### src/rtl/gamma_cycle_sequencer.sv
// gamma_cycle_sequencer
// Runs one race-logic temporal operator through one gamma cycle per request.
// A request carries two spike times; the operator is held in gamma reset for
// one cycle, then its a/b inputs are driven as PULSE_WIDTH-cycle pulses during
// a RUN window of GAMMA_CYCLE_WIDTH cycles. The first rising edge of the
// operator output is time-stamped and returned over a valid/ready interface.
//
// Ports:
//   aclk, grst_n         clock, synchronous active-low reset
//   req_valid/req_ready  request handshake; req_ta/req_tb spike times (>= G: no spike)
//   op_rst, op_a, op_b   registered drives to the operator (gamma reset, pulses)
//   op_q                 operator output, sampled every RUN cycle
//   res_valid/res_ready  result handshake; res_t edge time (G if none), res_spike
//   busy                 sequencer is not idle
module gamma_cycle_sequencer #(
  parameter int GAMMA_CYCLE_WIDTH = 16,
  parameter int PULSE_WIDTH       = 8,
  localparam int TW = $clog2(GAMMA_CYCLE_WIDTH + 1)
) (
  input  logic          aclk,
  input  logic          grst_n,
  input  logic          req_valid,
  output logic          req_ready,
  input  logic [TW-1:0] req_ta,
  input  logic [TW-1:0] req_tb,
  output logic          op_rst,
  output logic          op_a,
  output logic          op_b,
  input  logic          op_q,
  output logic          res_valid,
  input  logic          res_ready,
  output logic [TW-1:0] res_t,
  output logic          res_spike,
  output logic          busy
);

  localparam logic [TW-1:0] G_LAST = TW'(GAMMA_CYCLE_WIDTH - 1);
  localparam logic [TW-1:0] G_NONE = TW'(GAMMA_CYCLE_WIDTH);

  typedef enum logic [1:0] {
    S_IDLE  = 2'd0,
    S_RESET = 2'd1,
    S_RUN   = 2'd2,
    S_DONE  = 2'd3
  } state_t;

  state_t        state_q, state_d;
  logic [TW-1:0] k_q, k_d;
  logic [TW-1:0] ta_q, tb_q;
  logic          q_prev;
  logic          op_rst_d, op_a_d, op_b_d;

  // Pulse window test done in 32 bits so t+PW cannot overflow TW bits.
  // k is always < G inside RUN, so truncation at G-1 falls out naturally.
  function automatic logic in_pulse(input logic [TW-1:0] t, input logic [TW-1:0] k);
    logic [31:0] t32;
    logic [31:0] k32;
    t32 = 32'(t);
    k32 = 32'(k);
    return (k32 >= t32) && (k32 < t32 + 32'(PULSE_WIDTH));
  endfunction

  // State and run counter register
  always_ff @(posedge aclk) begin
    if (!grst_n) begin
      state_q <= S_IDLE;
      k_q     <= '0;
    end else begin
      state_q <= state_d;
      k_q     <= k_d;
    end
  end

  // Next-state and next run index
  always_comb begin
    state_d = state_q;
    k_d     = '0;
    case (state_q)
      S_IDLE:  if (req_valid) state_d = S_RESET;
      S_RESET: state_d = S_RUN;
      S_RUN: begin
        if (k_q == G_LAST) state_d = S_DONE;
        else               k_d     = k_q + 1'b1;
      end
      S_DONE:  if (res_ready) state_d = S_IDLE;
      default: state_d = S_IDLE;
    endcase
  end

  // Outputs; operator drives are decoded from the next state/index so that
  // the registered copies line up exactly with the RUN cycle they belong to.
  always_comb begin
    req_ready = (state_q == S_IDLE);
    busy      = (state_q != S_IDLE);
    res_valid = (state_q == S_DONE);
    op_rst_d  = (state_d != S_RUN);
    op_a_d    = (state_d == S_RUN) && in_pulse(ta_q, k_d);
    op_b_d    = (state_d == S_RUN) && in_pulse(tb_q, k_d);
  end

  // Registered, glitch-free operator drives
  always_ff @(posedge aclk) begin
    if (!grst_n) begin
      op_rst <= 1'b1;
      op_a   <= 1'b0;
      op_b   <= 1'b0;
    end else begin
      op_rst <= op_rst_d;
      op_a   <= op_a_d;
      op_b   <= op_b_d;
    end
  end

  // Spike times are captured on acceptance and held until the next IDLE
  always_ff @(posedge aclk) begin
    if (req_ready && req_valid) begin
      ta_q <= req_ta;
      tb_q <= req_tb;
    end
  end

  // Edge capture; res_spike doubles as the "first edge already seen" flag
  always_ff @(posedge aclk) begin
    if (!grst_n) begin
      q_prev    <= 1'b0;
      res_t     <= '0;
      res_spike <= 1'b0;
    end else begin
      case (state_q)
        S_RESET: begin
          q_prev    <= 1'b0;
          res_t     <= '0;
          res_spike <= 1'b0;
        end
        S_RUN: begin
          q_prev <= op_q;
          if (!res_spike && op_q && !q_prev) begin
            res_t     <= k_q;
            res_spike <= 1'b1;
          end else if (!res_spike && (k_q == G_LAST)) begin
            res_t <= G_NONE;
          end
        end
        default: ;
      endcase
    end
  end

endmodule

### config.mk
export PLATFORM = sky130hd
export DESIGN_NAME = gamma_cycle_sequencer
export DESIGN_NICKNAME = d
export VERILOG_FILES = /design/src/rtl/gamma_cycle_sequencer.sv
export SDC_FILE = /design/constraint.sdc
export NUM_CORES = 1
export LEC_CHECK = 0
export ABC_AREA = 1
export ABC_CLOCK_PERIOD_IN_PS = 2700
export CORE_MARGIN = 2
export CORE_UTILIZATION = 52
export DETAILED_ROUTE_END_ITERATION = 10
export PLACE_DENSITY_LB_ADDON = 0.1
export REMOVE_ABC_BUFFERS = 1
export SETUP_SLACK_MARGIN = 0.2
export SLEW_MARGIN = 20
export SYNTH_ARGS = -nofsm -noshare
export SYNTH_HDL_FRONTEND = slang
export SYNTH_SLANG_ARGS = --single-unit
export TNS_END_PERCENT = 5
### constraint.sdc
create_clock -name aclk -period 2.7 [get_ports aclk]
set_clock_uncertainty 0.05 [all_clocks]
set_input_delay 0.27 -clock aclk [delete_from_list [all_inputs] [get_ports aclk]]
set_output_delay 0.27 -clock aclk [all_outputs]
set_load 0.05 [all_outputs]
======== Word level (Yosys, flattened, before mapping) ========
Cells that the tools add are included.
storage, ports and cells
  bits of input ports ..................... 15
  register bits ........................... 27
  output and inout bits ................... 12
  word-level logic and storage cells ...... 52
cells by class
  add/sub/neg operators ................... 3
  $lt $le $gt $ge ......................... 4
  muxes and demuxes ....................... 12
  equality and inequality tests ........... 8
  reductions and logical operators ........ 15
operators by type and width
  operator                                        number
  2-to-1 mux 5 bit                                4
  adder 5 x 4 -> 6 bit (second input constant)    2
  less-than comparator 5 x 6 -> 1 bit             2
  >= comparator 5 bit                             2
  case mux 5 bit (2 select lines)                 1
  logical AND 1 bit                               8
  case mux 2 bit (4 select lines)                 1
  == test 2 bit (second input constant)           3
  2-to-1 mux 2 bit                                3
  adder 5 x 1 -> 5 bit (second input constant)    1
  == test 5 x 4 -> 1 bit (second input constant)  1
  != test 2 bit (second input constant)           2
  case mux 1 bit (2 select lines)                 2
  AND reduction 2 bit                             2
  nonzero test 2 bit                              2
  != test 3 bit (second input constant)           1
  == test 2 x 1 -> 1 bit (second input constant)  1
  logical NOT 1 bit                               2
  logical NOT 2 bit                               1
  2-to-1 mux 1 bit                                1

======== Logic depth before layout (Yosys ltp) ========
  word-level depth ........................ 6
  depth in mapped cells ................... 15
  depth with buffers taken out ............ 15

======== Worst setup path before layout ========
No wires, ideal clock.
  kind .................................... reg2reg
  from .................................... register k_q[0]
  to ...................................... register op_a
  library setup time ...................... 0.118 ns
  cell stages (with the launch flop) ...... 14
  clock period less this slack ............ 2.017 ns
  required time ........................... 2.532 ns
  path slack .............................. 0.683 ns
  buffers on the path ..................... 0
  arrival ................................. 1.849 ns
  cell sequence ........................... dfxtp_1 > ha_1 > nand2_2 > nor2_4 > inv_1 > nor2_2 > nor3_1 > ha_1 > nor2_1 > nand2_1 > nor2_1 > nor2_1 > nand3_1 > nor2_1
on the way
  longest elaborated chain between the ends .. 6
  elaborated cells on any way between the ends .. 11
  those cells by class .................... add/sub (1); order compare (2); eq/ne (2); mux (4); reduce/logical (2)
RTL lines
  item                                                                        line    text
  from (decl)                                                                 48      logic [TW-1:0] k_q, k_d;
  from (signal assigned)                                                      70      k_q <= k_d;
  adder 5 x 1 -> 5 bit or == test 5 x 4 -> 1 bit (tied branches)              83, 82
  2-to-1 mux 5 bit (*)                                                        82      if (k_q == G_LAST) state_d = S_DONE;
  2-to-1 mux 5 bit (*)                                                        78      case (state_q)
  named net k_d[3]                                                            48
  less-than comparator 5 x 6 -> 1 bit or >= comparator 5 bit (tied branches)  60      return (k32 >= t32) && (k32 < t32 + 32'(PULSE_WIDTH));
  logical AND 1 bit (*)                                                       60
  logical AND 1 bit (*)                                                       97      op_a_d = (state_d == S_RUN) && in_pulse(ta_q, k_d);
  to (signal assigned)                                                        109     op_a <= op_a_d;
  to (decl)                                                                   27      output logic op_a,
The timed path passes the listed nets; every way through them passes the cells marked *.
A chain may end at the register's enable or synchronous reset.

======== Final worst setup path ========
  from .................................... register state_q[0]
  to ...................................... output port busy
on the way
  longest elaborated chain between the ends .. 1
RTL lines
  item                    line  text
  from (decl)             47    state_t state_q, state_d;
  from (signal assigned)  69    state_q <= state_d;
  nonzero test 2 bit      94    busy = (state_q != S_IDLE);
  to (decl)               34    output logic busy
Every way passes these cells.

==> flow_metrics.py <==
metrics = {
    "power": {
        "peakVddDrop_v": 0.000420,
        "p_leak_nw": 0.831,
        "power.density_mw_per_mm2": 478,
    },
    "sta": {
        "finalWorstSetupSlack_ps": 364,
        "whs_ps": 437,
        "fmax_ghz": 0.428,
        "rsz0062_at_grt": "false",
        "period_minus_slack_ps": 2340,
        "finalCritPeriodShare_pct": 86.5,
        "maxSlewViolCount": 0,
        "slew_headroom_pct": 65.5,
        "final_hold_viol_count": 0,
        "final.setup.tns_ps": 0,
        "finalSetupViolations": 0,
        "tightest_slew_ps": 516,
    },
    "route": {
        "drt-pass1-iter-count": 4,
        "routedWlPerCell_um": 12.3,
        "routed_via_density": 5.32,
        "drc": 0,
        "first_iter_violations": 23,
        "num_vias": 1283,
        "finalWirelength_mm": 2.97,
        "ant_nets": 0,
    },
    "synthesis": {
        "synth-compound-area-share_pct": 7.49,
        "synth_fa_ha_area_share_pct": 17.1,
        "synth.distinct_cells": 26,
        "avgSynthCellArea_um2": 8.50,
        "synth_mux_area_share_pct": 0,
        "yosys.area_share.simple_pct": 23.7,
        "syn-instance-count": 181,
        "synth-seq-cells": 27,
        "ys_warn_count": 0,
        "synth_xor_area_share_pct": 0.570,
        "syn_area_mm2": 0.00154,
        "synth_top_family_by_area": "simple AND/OR/NAND/NOR gates",
        "seq_area_frac_synth_pct": 41.7,
    },
    "floorplanning": {
        "die_w_um": 58.4,
        "die_area_mm2": 0.00341,
        "die_h_um": 58.4,
        "start_util_pct": 55.3,
        "io_pins": 27,
        "fp-row-count": 19,
        "core_mm2": 0.00278,
    },
    "cells_and_area": {
        "n_antenna_cell": 0,
        "seq_area_um2": 641,
        "instances_no_fill": 241,
        "layout.nets": 247,
        "final_cell_area_mm2": 0.00186,
        "nFillCells": 224,
        "multi_input_area_um2": 756,
        "drive_gt1_share_pct": 10.0,
        "final_cell_mix": "inv_1 (30), nand2_1 (30), clkdlybuf4s50_1 (26)",
        "syn2layout_area_growth_pct": 21.0,
    },
    "worst_setup_path": {
        "r2r_start": "state_q[0]",
        "timing.rr.end": "op_a",
        "r2r_cells": 9,
        "crit_fanout": 4,
        "crit_required_ps": 2380,
        "path_class": "flip-flop to primary output",
        "cp-start-kind": "flip-flop",
        "rrSetupSlack_ps": 550,
        "worstPathArrival_ps": 2020,
        "worst_setup_path_end_kind": "primary output",
    },
    "clocking": {
        "insertion_delay_ps": 320,
        "post_cts_buffers": 0,
        "clk_pin_slew_ps": 150,
        "cts_tree": "yes",
        "clock_path_buffers": 2,
        "cts_sinks": 27,
        "root_buffer": "clkbuf_4",
        "h-tree-depth": 1,
        "cts_buffers": 3,
    },
    "global_route": {
        "grt_max_degree": 15,
        "antenna_found_initial": 0,
        "grt_pass1_vias": 1313,
        "grt_overflow": 0,
        "grt_pass1_wl_mm": 5.11,
        "grtUsageTotal_pct": 19.6,
    },
    "placement": {
        "place_congestion": 0.845,
        "portBuffers": 26,
        "preCtsSetupSlack_ps": 408,
        "hpwl_mm": 2.44,
        "dp_cells": 237,
        "placed_area_mm2": 0.00183,
    },
    "hold_path": {
        "worstHoldPathType": "primary input to flip-flop",
        "whs_path_depth": 1,
        "hold_start": "req_tb[0]",
        "worstHoldEndpoint": "tb_q[0]",
    },
    "status": {
        "status": "complete, no violations",
    },
    "run": {
        "maxCapViolations": 0,
    },
}
[area by class of cell]
cell class | count | share of cell area [%]
clock buffer | 4 | 1.41
timing repair buffer | 27 | 14.4
tap | 31 | 2.08
multi-input combinational | 118 | 40.6
sequential | 27 | 34.4
inverter | 34 | 7.06
[synthesized netlist by cell type, drive strengths merged]
master / count / area (um^2)
buf: 1 / 11.3
nor3: 5 / 25.0
nor2: 19 / 86.3
dfxtp: 17 / 340
inv: 33 / 126
o21bai: 1 / 7.51
clkbuf: 1 / 3.75
nand3: 6 / 30.0
edfxtp: 10 / 300
nand4: 7 / 58.8
xor2: 1 / 8.76
nand2: 35 / 144
ha: 21 / 263
o21ai: 5 / 25.0
a21oi: 15 / 82.6
clkinv: 1 / 5.00
nand3b: 1 / 7.51
nor4: 2 / 12.5
[power by group]
group | leakage (nW) | switching, mW | internal (mW)
logic | 0.583 | 0.152 | 0.0873
registers | 0.233 | 0.0151 | 0.455
clock network | 0.0150 | 0.122 | 0.0579
total | 0.831 | 0.290 | 0.600
[per-layer routing]
layer	up-vias	global-route usage [%]	part of all wire [%]
li1	649	-	-
met1	609	19.7	39
met2	23	40.1	57
met3	2	2.64	2.9
met4	0	6.64	0.61
met5	-	0	0
[worst max-delay path by stage]
stage | endpoint | slack [ps] | startpoint
global route | busy | 290 | state_q[0]
detailed placement | op_a | 410 | k_q[0]
global placement | op_a | 550 | k_q[0]
CTS | busy | 350 | state_q[0]
finish | busy | 360 | state_q[0]
floorplan | op_a | 580 | state_q[0]
[critical path, cell delays in order (launching register included)]
cell             delay, ps
dfxtp_1                410
inv_1                  100
ha_1                   240
inv_1                  120
clkdlybuf4s50_1        820
[timing repair]
item	CTS	global route
gates resized for setup	0	1
hold buffers	0	0
setup endpoints to repair	0	2
[metrics by stage]
step           util (%)  power (mW)
6_report           66.9       0.890
5_1_grt            66.9       0.939
4_1_cts            66.7       0.895
3_5_place_dp       65.8       0.719
3_3_place_gp       65.8       0.711
2_1_floorplan         -       0.641
[state kept, by name, summed over array words and instances, names as in the netlist]
name	cells
k_q	5
op_a	1
op_b	1
op_rst	1
q_prev	1
res_spike	1
res_t	5
state_q	2
ta_q	5
tb_q	5
[cell families after synthesis]
logic type      Yosys count
flops                    27
xor+xnor                  1
fa+ha+maj                21
buf+inv                  36
simple gates             75
compound gates           21
Note: power is estimated with default switching activity, not from simulation.
==> variant 1 (same settings) <==
Make the reset (`grst_n`) asynchronous in 3 clocked blocks. Comments in the files are not updated.
--- a/src/rtl/gamma_cycle_sequencer.sv
+++ b/src/rtl/gamma_cycle_sequencer.sv
@@ -63,3 +63,3 @@
   // State and run counter register
-  always_ff @(posedge aclk) begin
+  always_ff @(posedge aclk or negedge grst_n) begin
     if (!grst_n) begin
@@ -101,3 +101,3 @@
   // Registered, glitch-free operator drives
-  always_ff @(posedge aclk) begin
+  always_ff @(posedge aclk or negedge grst_n) begin
     if (!grst_n) begin
@@ -122,3 +122,3 @@
   // Edge capture; res_spike doubles as the "first edge already seen" flag
-  always_ff @(posedge aclk) begin
+  always_ff @(posedge aclk or negedge grst_n) begin
     if (!grst_n) begin
Behaviour: differs if grst_n is asserted again (counterexample within 4 cycles, from zero or initial values and one cycle with grst_n low); with grst_n held inactive, the same outputs for 10 cycles.
==> variant 1 against the unedited design <==
  * Area after synthesis is 7.2% higher
  * Worst hold slack worse by 0.13 ns
  * Core utilization is 1.3 points lower
  * Critical endpoint is now req_ready
  * Critical path depth decreased by 1
  * Highest routed layer unchanged
  * Sequential cell count did not move
  * Critical path type unchanged
  * Routed wire length increased by 5.5%
  * Die area up 6.7%
  * Cell area up 6.7%
  * Setup slack improved by 0.026 ns
Power is not compared: it rests on default switching activity, and its combinational part moved more than twofold at a synthesized area within 25%.
==> variant 1: results (changes against the unedited design) <==
- Total wire length: 3127 um (+5.5%)
- Post-DR vias/cell: 4.848 (-8.9%)
- Share of cells above drive strength 1: 6.195% (-3.8 points)
- Commonest cells post-synth: nand2_1 (47), inv_1 (46), ha_1 (21), nor2_1 (17), dfrtp_1 (16)
- Maximum fanout along the worst path: 5 (+1)
- First-pass GRT wire length: 5057 um (-0.96%)
- Synth Area per Inst: 8.371 um^2 (-1.5%)
- Synth cell types: 22 (-15%)
- Async SR Flop Fraction: 62.96% (+63 points)
- FF-to-FF setup slack: 0.40 ns (-0.15 ns)
- Placer congestion estimate: 0.8544 (+1.1%)
- Register area share after synthesis: 44.08% (+2.4 points)
- FF-to-FF path depth: 12 (+3)
- First-iteration detailed-routing DRC count: 32 (+39%)
- Tot GR Track Use: 18.58% (-1.0 points)
- Final HPWL DP: 2467 um (+1.1%)
- RR Endpoint: op_a
- Routed wire per std cell: 11.58 um (-5.9%)
- Number of global-route vias before repair: 1204 (-8.3%)
- Arr. time, crit path: 1.99 ns (-0.03 ns)
- Largest cells by area after synthesis: dfrtp_1 (24%), edfxtp_1 (18%), ha_1 (16%), nand2_1 (11%), inv_1 (10%)
- Status: finished clean
- Worst Hold Class: input port to asynchronous set/reset pin
- Max_slew headroom: 50.66% (-15 points)
- Largest net degree at the start of global routing: 18 (+3)
- Fillers: 253 (+13%)
- CP Launch Point: state_q[0]
- Placed Instances: 266 (+12%)
- Top_reg_cell synth: dfrtp_1
- Slowest-stage cell, CP: clkdlybuf4s50_1
- Fin nets: 263 (+6.5%)
- Worst Setup EP: req_ready
[variant 1: cell types whose count changed in the layout (fill, tap and decap cells not counted), sizes merged, moves of 4 or more]
cell	delta
dfxtp	-17
inv	+14
a21oi	-9
nor3	-4
dfrtp	+16
nand2	+15
nand3	+9
[variant 1: worst min path at each step]
| stage | from | endpoint | depth (start not counted) |
|---|---|---|---|
| detailed placement | res_t[2] | res_t[2] | 2 |
| floorplan | grst_n | k_q[0] | 0 |
| global route | grst_n | res_t[1] | 1 |
| global placement | res_t[4] | res_t[4] | 2 |
| CTS | grst_n | res_t[0] | 1 |
| finish | grst_n | res_t[0] | 1 |
[variant 1: timing repair]
| action | CTS | global route |
|---|---|---|
| hold endpoints to repair | 0 | 0 |
| setup buffers | 0 | 0 |
| resized for setup | 0 | 1 |
| endpoints found under the setup margin | 0 | 1 |
| hold buffers | 0 | 0 |
[variant 1: area by class of cell]
type	instances	area share (%)
multi-input combinational	121	36.74
sequential	27	36.61
timing repair buffer	27	13.61
inverter	47	8.885
tap	44	2.773
clock buffer	3	1.134
clock inverter	1	0.2520
[variant 1: per-stage QoR]
| stage | power, uW | worst slack, ns | area (um^2) | utilization, % | hold slack, ns |
|---|---|---|---|---|---|
| final | 1591 | 0.3898 | 1986 | 65.58 | 0.3034 |
| after global routing | 1705 | 0.2264 | 1986 | 65.58 | 0.3629 |
| after CTS | 1599 | 0.2820 | 1983 | 65.50 | 0.3285 |
| after detailed placement | 1417 | 0.4674 | 1956 | 64.59 | 0.4079 |
| after global placement | 1386 | 0.5462 | 1956 | 64.59 | 0.4026 |
| after floorplan | 1183 | 0.5389 | 1633 | - | -0.07559 |
[variant 1: logic make-up after synthesis]
family | count (synthesis) | synth area share, %
flip-flops | 27 | 44.08
adder cells (fa/ha/maj) | 21 | 15.93
AO/OA/AOI/OAI | 10 | 3.414
XOR/XNOR | 1 | 0.5312
AND/OR/NAND/NOR | 89 | 24.35
buffers and inverters | 49 | 11.68
[variant 1: power by group]
| group | internal (uW) | leakage, uW | switching, uW |
|---|---|---|---|
| sequential | 525 | 0.000321 | 52.1 |
| clock | 55.6 | 0.0000177 | 119 |
| combinational | 272 | 0.000727 | 567 |
[variant 1: metal layers]
layer  GRT usage (%)  vias to the layer above  part of all wire, %
li1                -                      669                    -
met1           23.69                      601                   44
met2           32.92                       35                   50
met3           3.463                        4                  4.5
met4           3.810                        0                  1.1
met5               0                        -                    0
==> variant 2 (config.mk and constraints unchanged) <==
Without the edit above. `GAMMA_CYCLE_WIDTH`: 16 -> 8.
--- a/src/rtl/gamma_cycle_sequencer.sv
+++ b/src/rtl/gamma_cycle_sequencer.sv
@@ -15,3 +15,3 @@
 module gamma_cycle_sequencer #(
-  parameter int GAMMA_CYCLE_WIDTH = 16,
+  parameter int GAMMA_CYCLE_WIDTH = 8,
   parameter int PULSE_WIDTH       = 8,
Interface: changed (resized req_ta, req_tb and res_t); port bits go from 27 to 24. The function was not compared with the original's and may differ.
==> variant 2 against the unedited design <==
  * Cell count down 17%
  * Via count down 25%
  * Total power down 25%
  * Routed wire length down 27%
  * Cell area down 19%
  * Die area down 19%
  * Setup slack better by 0.094 ns
  * Largest cell class unchanged
  * Area after synthesis down 20%
  * Sequential cell count down 4
  * Non-clock buffer count down 4
  * Count of clock-buffer cells in the layout unchanged
==> variant 2: results (changes against the unedited design) <==
- Register area share after synthesis: 44.08% (+2.4 points)
- Total wire length: 2151 um (-27%)
- Dpl cell area: 1480 um^2 (-19%)
- Worst slew pin tran: 0.4936 ns (-0.02202 ns)
- Clock root buffer: clkbuf_4
- Synth Area per Inst: 8.285 um^2 (-2.5%)
- Largest net degree at the start of global routing: 13 (-2)
- Pre-antenna DRT Iters: 4 (unchanged)
- Clock transition at path regs: 0.12 ns (-0.03 ns)
- Pleak: 0.0007095 uW (-15%)
- First-pass GRT wire length: 3712 um (-27%)
- Vias: 960 (-25%)
- Initial antenna violation count: 0 (unchanged)
- Arr. time, crit path: 1.92 ns (-0.10 ns)
- Tot GR Track Use: 19.13% (-0.46 points)
- Warnings from Yosys: 0 (unchanged)
- Buffers added on ports: 23 (-12%)
- Gates resized, CTS repair: 0 (unchanged)
- Maximum fanout along the worst path: 5 (+1)
- Grt ovf: 0 (unchanged)
- Placer congestion estimate: 0.8371 (-0.92%)
- Clock latency at the later pin of the worst-skew pair: 0.31 ns
- Worst Hold Class: flop to flop
- Commonest cells post-synth: nand2_1 (35), inv_1 (24), dfxtp_1 (15), ha_1 (15), a21oi_1 (10)
- CTS buffer count: 3 (unchanged)
- ANT cells: 0 (unchanged)
- Worst VDD drop: 0.3269 mV (-22%)
- Clk buf depth: 2 (unchanged)
- Post-DR vias/cell: 4.776 (-10%)
- Post-Route Utilization: 68.10% (+1.2 points)
- Post-synth EDFFs: 8 (-2)
- Final HPWL DP: 1740 um (-29%)
- Placed Instances: 197 (-17%)
- First-iteration detailed-routing DRC count: 21 (-8.7%)
- Synth cell types: 21 (-19%)
- Place WS: 0.5880 ns (+0.1804 ns)
- Max H-tree Level: 1 (unchanged)
- Largest cells by area after synthesis: dfxtp_1 (24%), edfxtp_1 (20%), ha_1 (15%), nand2_1 (11%), inv_1 (7.3%)
- Status: finished clean
- Share of cells above drive strength 1: 8.671% (-1.3 points)
- Number of global-route vias before repair: 850 (-35%)
- Setup Buffers After CTS: 0 (unchanged)
- Async SR Flop Fraction: 0% (unchanged)
- Fillers: 191 (-15%)
## variant 2: cell count changes after synthesis, moves of 5 or more
cell and delta:
ha_1 -6, inv_1 -6, nand2_1 +5, nor2_1 -6
## variant 2: kinds of logic (layout without fill, tap and decap cells)
kind of cell             Yosys count  in the layout  share of synthesized area [%]
AO/OA/AOI/OAI                     15             15                          6.122
flip-flops                        23             23                          44.08
buffers and inverters             28             53                          8.878
adder cells (fa/ha/maj)           15             15                          15.31
AND/OR/NAND/NOR                   66             66                          24.90
XOR/XNOR                           1              1                         0.7144
## variant 2: layout make-up
class	instances	share of cell area (%)
inverters	26	6.478
flip-flops and latches	23	35.88
multi-input cells	97	38.29
well taps	28	2.326
repair buffers	23	15.28
clock buffers	4	1.744
## variant 2: power breakdown
part | leakage (uW) | internal (uW) | switching (uW) | total [uW]
sequential | 0.000198 | 376 | 8.62 | 384
combinational | 0.000496 | 48.7 | 74.1 | 123
clock | 0.0000150 | 57.7 | 97.9 | 156
total | 0.000709 | 482 | 181 | 663
## variant 2: critical path: stages (launching register included)
cell	delay [ns]
dfxtp_1	0.39
inv_1	0.09
ha_1	0.24
inv_2	0.09
clkdlybuf4s50_1	0.80
## variant 2: metal layers
metal	wire, um	vias up	global-route usage [%]
met2	969	20	29.58
li1	-	516	-
met3	114	4	6.000
met4	37	0	7.692
met5	0	-	0
met1	1029	420	24.68
## variant 2: path summary, 6_finish.rpt
| path | end | cells after the start | slack, ns | from |
|---|---|---|---|---|
| worst max-delay path | busy | 4 | 0.46 | state_q[0] |
| worst min register to register | res_t[3] | 2 | 0.42 | res_t[3] |
| worst min-delay path | res_t[3] | 2 | 0.42 | res_t[3] |
| worst max register to register | op_b | 11 | 0.58 | state_q[0] |
